===== config.mk =====
export PLATFORM = sky130hd
export DESIGN_NAME = lock_code_emitter
export DESIGN_NICKNAME = d
export VERILOG_FILES = /design/src/rtl/lock_code_emitter.sv
export SDC_FILE = /design/constraint.sdc
export NUM_CORES = 1
export LEC_CHECK = 0
export ABC_CLOCK_PERIOD_IN_PS = 3000
export CAP_MARGIN = 10
export CORE_MARGIN = 2
export CORE_UTILIZATION = 60
export DETAILED_ROUTE_END_ITERATION = 8
export DONT_BUFFER_PORTS = 1
export GPL_TIMING_DRIVEN = 0
export PLACE_DENSITY = 0.76
export SKIP_LAST_GASP = 1
export SLEW_MARGIN = 20
export SYNTH_ARGS = -nofsm -noshare
export SYNTH_HDL_FRONTEND = slang
export SYNTH_SLANG_ARGS = --single-unit

===== constraint.sdc =====
create_clock -name clk_out -period 3 [get_ports clk_out]
set_input_delay 0.15 -clock clk_out [delete_from_list [all_inputs] [get_ports clk_out]]
set_output_delay 0.15 -clock clk_out [all_outputs]
set_load 0.05 [all_outputs]

===== src/rtl/lock_code_emitter.sv =====
// Replays a stored lock combination as one-hot single-cycle pulses on a 4-bit bus,
// and learns a new combination from detector pulses while learn is held high.
module lock_code_emitter #(
  parameter int unsigned           CODE_LEN     = 4,
  parameter int unsigned           GAP_CYCLES   = 3,
  parameter logic [2*CODE_LEN-1:0] DEFAULT_CODE = 8'h87
) (
  input  logic       clk_out,
  input  logic       rst,
  input  logic       start,
  input  logic       learn,
  input  logic [3:0] btn_pulse,
  output logic [3:0] pulse_out,
  output logic       busy,
  output logic       done,
  output logic       learning,
  output logic       learned,
  output logic       err
);

  localparam int unsigned IdxW = (CODE_LEN > 1) ? $clog2(CODE_LEN) : 1;
  localparam int unsigned CntW = (GAP_CYCLES > 0) ? $clog2(GAP_CYCLES + 1) : 1;
  localparam logic [IdxW-1:0] LastIdx = IdxW'(CODE_LEN - 1);
  localparam logic [CntW-1:0] GapInit = CntW'(GAP_CYCLES);

  typedef enum logic [2:0] {StIdle, StEmit, StGap, StDone, StLearn} state_e;

  state_e                state_q, state_d;
  logic [IdxW-1:0]       idx_q, idx_d;
  logic [CntW-1:0]       cnt_q, cnt_d;
  logic [2*CODE_LEN-1:0] code_q, code_d;
  logic [2*CODE_LEN-1:0] shadow_q, shadow_d;
  logic                  block_q, block_d;
  logic [3:0]            pulse_q, pulse_d;
  logic                  busy_q, busy_d;
  logic                  done_q, done_d;
  logic                  learning_q, learning_d;
  logic                  learned_q, learned_d;
  logic                  err_q, err_d;

  logic       commit;
  logic       learn_err;
  logic       btn_onehot;
  logic [1:0] btn_enc;

  assign btn_onehot = (btn_pulse != 4'b0000) && ((btn_pulse & (btn_pulse - 4'b0001)) == 4'b0000);

  always_comb begin
    btn_enc = 2'd0;
    unique case (btn_pulse)
      4'b0010: btn_enc = 2'd1;
      4'b0100: btn_enc = 2'd2;
      4'b1000: btn_enc = 2'd3;
      default: btn_enc = 2'd0;
    endcase
  end

  // State and datapath registers
  always_ff @(posedge clk_out or posedge rst) begin
    if (rst) begin
      state_q  <= StIdle;
      idx_q    <= '0;
      cnt_q    <= '0;
      code_q   <= DEFAULT_CODE;
      shadow_q <= '0;
      block_q  <= 1'b0;
    end else begin
      state_q  <= state_d;
      idx_q    <= idx_d;
      cnt_q    <= cnt_d;
      code_q   <= code_d;
      shadow_q <= shadow_d;
      block_q  <= block_d;
    end
  end

  // Next-state logic
  always_comb begin
    state_d   = state_q;
    idx_d     = idx_q;
    cnt_d     = cnt_q;
    code_d    = code_q;
    shadow_d  = shadow_q;
    block_d   = block_q;
    commit    = 1'b0;
    learn_err = 1'b0;
    // A commit blocks LEARN re-entry until learn has been seen low.
    if (!learn) begin
      block_d = 1'b0;
    end
    unique case (state_q)
      StIdle: begin
        if (learn) begin
          if (!block_q) begin
            state_d  = StLearn;
            idx_d    = '0;
            shadow_d = '0;
          end
        end else if (start) begin
          state_d = StEmit;
          idx_d   = '0;
        end
      end
      StEmit: begin
        if (idx_q == LastIdx) begin
          state_d = StDone;
        end else if (GAP_CYCLES == 0) begin
          idx_d = idx_q + IdxW'(1);
        end else begin
          state_d = StGap;
          cnt_d   = GapInit;
        end
      end
      StGap: begin
        if (cnt_q == CntW'(1)) begin
          state_d = StEmit;
          idx_d   = idx_q + IdxW'(1);
        end else begin
          cnt_d = cnt_q - CntW'(1);
        end
      end
      StDone: begin
        state_d = StIdle;
        idx_d   = '0;
      end
      StLearn: begin
        if (!learn) begin
          // Abort wins over a coincident symbol.
          state_d = StIdle;
          idx_d   = '0;
        end else if (btn_pulse == 4'b0000) begin
          state_d = StLearn;
        end else if (btn_onehot) begin
          shadow_d[2*idx_q +: 2] = btn_enc;
          if (idx_q == LastIdx) begin
            code_d  = shadow_d;
            commit  = 1'b1;
            block_d = 1'b1;
            state_d = StIdle;
            idx_d   = '0;
          end else begin
            idx_d = idx_q + IdxW'(1);
          end
        end else begin
          learn_err = 1'b1;
          shadow_d  = '0;
          idx_d     = '0;
        end
      end
      default: begin
        state_d = StIdle;
        idx_d   = '0;
      end
    endcase
  end

  // Outputs are decoded from the next state so they line up with the state register.
  always_comb begin
    pulse_d = 4'b0000;
    if (state_d == StEmit) begin
      pulse_d = 4'b0001 << code_q[2*idx_d +: 2];
    end
    busy_d     = (state_d == StEmit) || (state_d == StGap) || (state_d == StDone);
    done_d     = (state_d == StDone);
    learning_d = (state_d == StLearn);
    learned_d  = commit;
    err_d      = learn_err;
  end

  always_ff @(posedge clk_out or posedge rst) begin
    if (rst) begin
      pulse_q    <= 4'b0000;
      busy_q     <= 1'b0;
      done_q     <= 1'b0;
      learning_q <= 1'b0;
      learned_q  <= 1'b0;
      err_q      <= 1'b0;
    end else begin
      pulse_q    <= pulse_d;
      busy_q     <= busy_d;
      done_q     <= done_d;
      learning_q <= learning_d;
      learned_q  <= learned_d;
      err_q      <= err_d;
    end
  end

  assign pulse_out = pulse_q;
  assign busy      = busy_q;
  assign done      = done_q;
  assign learning  = learning_q;
  assign learned   = learned_q;
  assign err       = err_q;

endmodule


After elaboration in Yosys (flattened, before gate mapping) --
Cells that the tools add are included.
Storage, ports and cells: register bits after elaboration 33, ROM bits 0, input bits 8, memories 0, output and inout bits 9, latch bits 0, RAM bits 0
Cells by class: magnitude comparators 0, divide/modulo/power cells 0, shift-type cells 4, eq/ne operators 18, $mul 0, bitwise logic cells 2, multiplexer cells 46, $add $sub $neg 4, reduce and logical (&&, ||, !) cells 12
Operators with widths (number):
- $mux W8 | 5
- $neg A3 Y34 | 1
- $shift A2 B34 Y8 const A | 1
- $shiftx A2 B34 Y8 | 1
- $mux W3 | 8
- $mux W2 | 10
- $mux W1 | 16
- $pmux W8 S2 | 1
- $ne A2 B2 Y1 const B | 6
- $pmux W3 S4 | 1
- $reduce_and A5 Y1 | 2
- $eq A3 B2 Y1 const B | 3
- $bwmux W8 | 1
- $logic_not A4 Y1 | 2
- $pmux W2 S4 | 1
- $shiftx A8 B4 Y2 | 1
- $eq A3 B1 Y1 const B | 2
- $eq A3 B3 Y1 const B | 2
- $pmux W2 S3 | 1
- $and A4 B4 Y4 | 1
- $eq A4 B2 Y1 const B | 1
- $eq A4 B3 Y1 const B | 1
- $eq A4 B4 Y1 const B | 1
- $mux W4 | 1
- 14 further kinds | 16

Depth between registers and ports, before layout --
Gate-level depths: netlist of the first run.
word-level depth 11, gate-level depth with buffers 9

Worst setup path after synthesis of the first run --
Ideal clock, no wire load.
path type register to register, from register cnt_q[0], to register pulse_q[2] (netlist: pulse_out[2]), setup slack 795 ps, data required time 2879 ps, stages on the path, launching flop included 9, arrival time 2084 ps, period minus slack after synthesis 2205 ps, cells stage by stage dfrtp_1 ha_1 or3b_1 a21o_1 and4_1 a21o_1 buf_6 a31o_1 a22o_1
On the way: cells in the longest elaborated chain, start to end 6, elaborated cells between the ends (all ways) 9, those cells by class 2 x eq/ne; 2 x shift; 5 x mux
RTL lines:
- start: declaration | line 30 | logic [CntW-1:0] cnt_q, cnt_d;
- start signal: assignment | line 70 | cnt_q <= cnt_d;
- $eq A2 B1 Y1 (*) | line 115 | if (cnt_q == CntW'(1)) begin
- $mux W2 | line 115
- $pmux W2 S4 | line 91 | unique case (state_q)
- $shiftx A8 B4 Y2 | line 161 | pulse_d = 4'b0001 << code_q[2*idx_d +: 2];
- $shl A1 B2 Y4 | line 161
- $mux W4 (*) | line 160 | if (state_d == StEmit) begin
- via pulse_d[2] | line 34 | logic [3:0] pulse_q, pulse_d;
- end signal: assignment | line 179 | pulse_q <= pulse_d;
- end: declaration | line 34
Mark *: on every way through the listed nets, which the timed path passes. The rest lies on a longest branch. A chain may end at the register's enable or synchronous reset.

Worst setup path in the final report of the first run --
from register state_q[0], to register pulse_q[1] (netlist: pulse_out[1])
On the way: cells in the longest elaborated chain, start to end 7, elaborated cells between the ends (all ways) 18, those cells by class 4 x eq/ne; 2 x shift; 11 x mux; 1 x reduce/logical
RTL lines:
- start: declaration | line 28 | state_e state_q, state_d;
- start signal: assignment | line 61 | state_q <= StIdle;
- start signal: assignment | line 68 | state_q <= state_d;
- branches (longest 6 deep; another with $shiftx A8 B4 Y2)
- $mux W4 (*) | line 160
- via pulse_d[1] | line 34
Mark *: on every way through the listed nets, which the timed path passes.

==> results of run 1 <==
-- kinds of logic after synthesis --
kind of cell             after synthesis  synth area share (%)
AO/OA/AOI/OAI                         56                  22.1
XOR/XNOR                               2                 0.956
adder cells (fa/ha/maj)                8                  5.33
buffers and inverters                 26                  5.81
flip-flops                            33                  45.4
multiplexers                           4                  2.46
AND/OR/NAND/NOR                       64                  18.0
-- synth_stat cells, types with 5 or more instances --
master,n
ha_1,7
nand2_1,20
nor2_1,12
dfrtp_1,29
o21ai_0,9
nor3_1,6
o2bb2ai_1,9
nor2b_1,5
a21oi_1,12
inv_1,20
-- repair_timing --
item	in CTS	in global routing
hold endpoints to repair	32	0
hold buffers	2	0
buffers inserted	0	0
-- power by group --
part / total [W] / switching [W] / internal, W
Clock: 0.000284 / 0.000148 / 0.000136
Sequential: 0.000603 / 0.000109 / 0.000494
Combinational: 0.000417 / 0.000254 / 0.000163
-- flip-flops by register name, indices dropped and copies added, names as in the netlist, 2 cells and up --
register / cells
cnt_q: 2
code_q: 8
idx_q: 2
pulse_out: 4
shadow_q: 8
state_q: 3
-- stage by stage --
step	cells	area (µm²)
floorplan	193	1830
global placement	226	1870
detailed placement	226	1870
CTS	236	1960
global route	236	1960
finish	236	1960
-- critical path, stage by stage (launching register included) --
cell and delay (ns):
dfrtp_1 0.47, nor4bb_1 0.67, nand2_1 0.14, and4_1 0.30, a21o_1 0.18, buf_6 0.14
a31o_1 0.23, a22o_1 0.22
-- metal layers --
layer  vias up  track usage [%]
li1        720                -
met1       706             32.2
met2        47             37.8
met3         9             9.61
met4         0             11.0
met5         -                0
-- final timing paths --
check	to	slack (ns)	cells after the start
max in group asynchronous	shadow_q[3]	2.21	2
hold / removal	err	0.03	2
setup / recovery	pulse_out[1]	0.55	7
setup reg to reg	pulse_out[1]	0.55	7
hold reg to reg	shadow_q[5]	0.49	1
min in group asynchronous	pulse_out[3]	0.36	2
-- cell type report --
class                   count  area (µm²)  share of cell area, %
multi-input cells         134         895                   45.6
clock buffers               7        65.1                   3.31
flip-flops and latches     33         831                   42.3
inverters                  20        75.1                   3.82
clock inverters             1        5.00                  0.255
well taps                  33        41.3                   2.10
plain buffers               6        31.3                   1.59
repair buffers              2        20.0                   1.02
==> results.yml, run 1 <==
sta:
  max_freq_mhz: 408
  rsz0062_at_grt: "false"
  setup_ws_ns: 0.549
  hold_viol: 0
  worstMarginPinSlew_ns: 0.705
  maxSlewHeadroom_pct: 52.4
  timing.setup.tns_ns: 0
  min_period_over_period_pct: 81.7
  finalSetupViolations: 0
  fin_hold_ws_ns: 0.0254
  clock-skew-final_ns: 0.00447
  finalCriticalPeriod_ns: 2.45
  finalMaxSlewViolations: 0
synth:
  synth_warnings: 0
  synth_top_area_share_pct: 39.6
  synthesis.instances: 193
  synth_flop_cell: "dfrtp_1"
  synth-seq-cells: 33
  postSynthAreaPerCell_um2: 9.49
  synth-edff-count: 0
  async_flop_share_pct: 100
  syn_area_um2: 1830
  yosys.area.top_type: "dfrtp_1"
  syn_nets: 208
  yosysSeqAreaShare_pct: 45.4
  synth.area.top_cells: "dfrtp_1, dfstp_2, ha_1"
  ys_types: 44
placement:
  gp_congestion: 0.839
  portBuffers: 0
  post-place-ws_ns: 0.618
  hpwl_mm: 2.75
route:
  wire_per_inst_um: 15.8
  drtAntennaViolNets: 0
  via_per_inst: 6.28
  top_layer: "met4"
  met3WireLength_um: 211
  routed_wl_mm: 3.73
  remaining_drc_errors: 0
  dr.first_iter.drc_count: 59
  drtPass1Iterations: 4
  dr_wl_met2_mm: 1.75
  num_vias: 1482
  met1_length_mm: 1.70
power_and_ir_drop:
  p_total_w: 0.00130
  leakage_nw: 0.902
  ir_worst_vdd_v: 0.000321
  power.density_nw_per_um2: 664
outcome:
  outcome: "complete, no violations"
floorplan:
  pin_count: 17
  chipHeight_um: 59.3
  dieArea_um2: 3510
  rows: 20
  start_util_pct: 61.5
  core_um2: 2980
  die_w_um: 59.3
cts:
  clock_path_buffers: 2
  cts_sinks: 33
  clk-insertion-delay-late_ns: 0.34
  root_buffer: "clkbuf_4"
  path_clk_slew_ns: 0.10
  cts_made_buffers: 5
  cts_resized: 0
  cts_tree: "built"
  h-tree-depth: 2
grt:
  antenna_found_initial: 0
  grt_pass1_vias: 1412
  grt_max_degree: 34
  grt_usage_pct: 25.2
  grt_overflow: 0
  grt_pass1_wl_mm: 6.47
setup_path:
  start_kind: "flip-flop"
  worstSetupPathType: "reg -> reg"
  crit_start: "state_q[0]"
  crit_arrival_ns: 2.69
  rr_startpoint: "state_q[0]"
  worstPathMaxFanout: 9
  worstSetupEndpointType: "flip-flop"
  cp.required_ns: 3.24
run:
  drv_cap: 0
cells_and_area:
  mostFrequentLayoutCell: "dfrtp_1"
  layout-drive-gt1-share_pct: 9.85
  fin_util_pct: 65.9
  final_cell_mix: "dfrtp_1, nand2_1, inv_1, a21oi_1, nor2_1"
  finalNetCount: 217
  fillers: 244
  diodes: 0
  area_growth_pct: 7.17
min_path:
  hold_start: "learn"
  min_path_type: "in -> reg"
No activity file was read; power rests on OpenSTA's default activity.
==> run 2, diff against run 1 <==
--- a/config.mk
+++ b/config.mk
@@ -5,7 +5,8 @@
 export SDC_FILE = /design/constraint.sdc
 export NUM_CORES = 1
 export LEC_CHECK = 0
-export ABC_CLOCK_PERIOD_IN_PS = 3000
+export ABC_AREA = 1
+export ABC_CLOCK_PERIOD_IN_PS = 2400
 export CAP_MARGIN = 10
 export CORE_MARGIN = 2
 export CORE_UTILIZATION = 60
==> constraint.sdc (replaced) <==
create_clock -name clk_out -period 2.4 [get_ports clk_out]
set_input_delay 0.12 -clock clk_out [delete_from_list [all_inputs] [get_ports clk_out]]
set_output_delay 0.12 -clock clk_out [all_outputs]
set_load 0.05 [all_outputs]
==> run 2 against run 1 <==
Combinational power increased by 44%. Via count shrank 1.8%. Critical path depth increased by 2. Critical endpoint is now shadow_q[4]. Largest power group unchanged.
==> results.yml, run 2 <==
cts:
  h-tree-depth: 2
  cts_made_buffers: 5
  clk-insertion-delay-late_ns: 0.34
  clock_path_buffers: 2
  cts_tree: "built"
  root_buffer: "clkbuf_4"
  post_cts_buffers: 0
  cts_resized: 0
  cts_sinks: 33
  path_clk_slew_ns: 0.11
  cts-hold-fix-buffers: 2
outcome:
  outcome: "complete, no violations"
synth:
  yosysMostFrequentCell: "nand2_1"
  synth_common_cells: "nand2_1, dfrtp_1, inv_1"
  yosysSeqAreaShare_pct: 44.2
  synth-seq-cells: 33
  synth.area.top_cells: "dfrtp_1, nand2_1, dfstp_2"
  postSynthAreaPerCell_um2: 8.58
  ys_types: 27
  synthesis.instances: 219
  synth_flop_cell: "dfrtp_1"
  syn_nets: 234
  synth_warnings: 0
  yosys.area.top_type: "dfrtp_1"
  synth-edff-count: 0
  synth_top_area_share_pct: 38.6
  syn_area_um2: 1880
  async_flop_share_pct: 100
sta:
  max_freq_mhz: 478
  timing.setup.tns_ns: 0
  finalSetupViolations: 0
  setup_ws_ns: 0.306
  clock-skew-final_ns: 0.00736
  rsz0062_at_grt: "false"
  worstMarginPinSlew_ns: 0.646
  finalMaxSlewViolations: 0
  finalCriticalPeriod_ns: 2.09
  min_period_over_period_pct: 87.3
  fin_hold_ws_ns: 0.101
  maxSlewHeadroom_pct: 56.9
  hold_viol: 0
cells_and_area:
  diodes: 0
  mostFrequentLayoutCell: "nand2_1"
  area_growth_pct: 7.72
  final_cell_mix: "nand2_1, dfrtp_1, inv_1, nand3_1, nor2_1"
  layout-drive-gt1-share_pct: 22.3
  fin_area_um2: 2020
  finalNetCount: 243
floorplan:
  die_w_um: 60.0
  chipHeight_um: 60.0
  pin_count: 17
  core_um2: 3030
  rows: 20
  start_util_pct: 62.1
  dieArea_um2: 3600
grt:
  grt_pass1_vias: 1400
  grt_usage_pct: 23.4
  grt_pass1_wl_mm: 6.09
  grt_max_degree: 34
  antenna_found_initial: 0
  grt_overflow: 0
setup_path:
  path_delay_family: "simple AND/OR/NAND/NOR gates"
  crit_buf_inv: 3
  slowest_delay_ns: 0.44
  start_kind: "flip-flop"
  worstSetupPathType: "reg -> reg"
  crit_arrival_ns: 2.35
  cp_slowest_cell: "dfrtp_1"
  worstSetupEndpointType: "flip-flop"
  worstPathMaxFanout: 8
  cp_cell_sequence: "bufbuf_16 > inv_1 > ha_1 > inv_1 > nor3_1 > nand3_1 > o21ai_0 > nand3_1 > o21ai_0"
  cp.required_ns: 2.66
route:
  wire_per_inst_um: 12.9
  dr.first_iter.drc_count: 94
  via_per_inst: 5.33
  drtAntennaViolNets: 0
  drtPass1Iterations: 4
  remaining_drc_errors: 0
  routed_wl_mm: 3.53
  num_vias: 1455
run:
  drv_cap: 0
placement:
  gp_congestion: 0.960
  portBuffers: 0
  post-place-ws_ns: 0.385
  hpwl_mm: 2.67
  dpl_cell_area_um2: 1930
power_and_ir_drop:
  p_total_w: 0.00175
  ir_worst_vdd_v: 0.000457
  power.density_nw_per_um2: 863
  leakage_nw: 0.993
min_path:
  min_path_type: "in -> reg"
-- run 2: cell types whose count changed after synthesis, sizes merged, moves of 5 or more --
| cell | change |
|---|---|
| nor2b | -5 |
| nand3 | +23 |
| inv | +11 |
| o21ai | +12 |
| o2bb2ai | -9 |
| a21oi | -11 |
| nand2 | +42 |
| nor2 | +11 |
-- run 2: worst register-to-register path, delay by kind of cell (launching register included) --
family / cells / cell delay (ns)
buffers and inverters: 3 / 0.46
AO/OA/AOI/OAI: 2 / 0.23
AND/OR/NAND/NOR: 3 / 0.47
adder cells (fa/ha/maj): 1 / 0.41
flip-flops: 1 / 0.44
-- run 2: final cells by class --
class	instances	area [µm²]
buffer	1	32.5
clock buffer	7	65.1
clock inverter	1	5.00
fill	240	1000
inverter	31	119
multi-input combinational	154	897
sequential	33	831
tap	44	55.1
timing repair buffer	2	20.0
-- run 2: layer usage --
metal | GRT usage (%) | up-vias | wire length [µm]
li1 | - | 717 | -
met1 | 29.0 | 700 | 1570
met2 | 39.1 | 31 | 1810
met3 | 4.55 | 7 | 113
met4 | 10.8 | 0 | 40
met5 | 0 | - | 0
-- run 2: worst paths after layout --
kind,to,slack (ns),startpoint,cells past startpoint
max,shadow_q[4],0.31,idx_q[0],9
min,err,0.10,btn_pulse[0],4
max reg2reg,shadow_q[4],0.31,idx_q[0],9
min reg2reg,code_q[7],0.49,code_q[7],2
max in group asynchronous,shadow_q[6],1.66,rst,2
min in group asynchronous,err,0.32,rst,2
-- run 2: logic make-up after synthesis --
kind of cell,after synthesis,synth area share (%)
xor+xnor,1,0.466
compound gates,27,7.79
flops,33,44.2
fa+ha+maj,7,4.66
simple gates,119,34.8
buf+inv,32,8.06
-- run 2: per-stage QoR --
step	util, %	instances
after global placement	63.9	263
after detailed placement	63.9	263
final	66.9	273
after CTS	66.9	273
after global routing	66.9	273
after floorplan	-	219
-- run 2: power breakdown --
group	switching (W)	internal (W)
Clock	0.000190	0.000170
Sequential	0.000159	0.000629
Combinational	0.000381	0.000218
Total	0.000730	0.00102
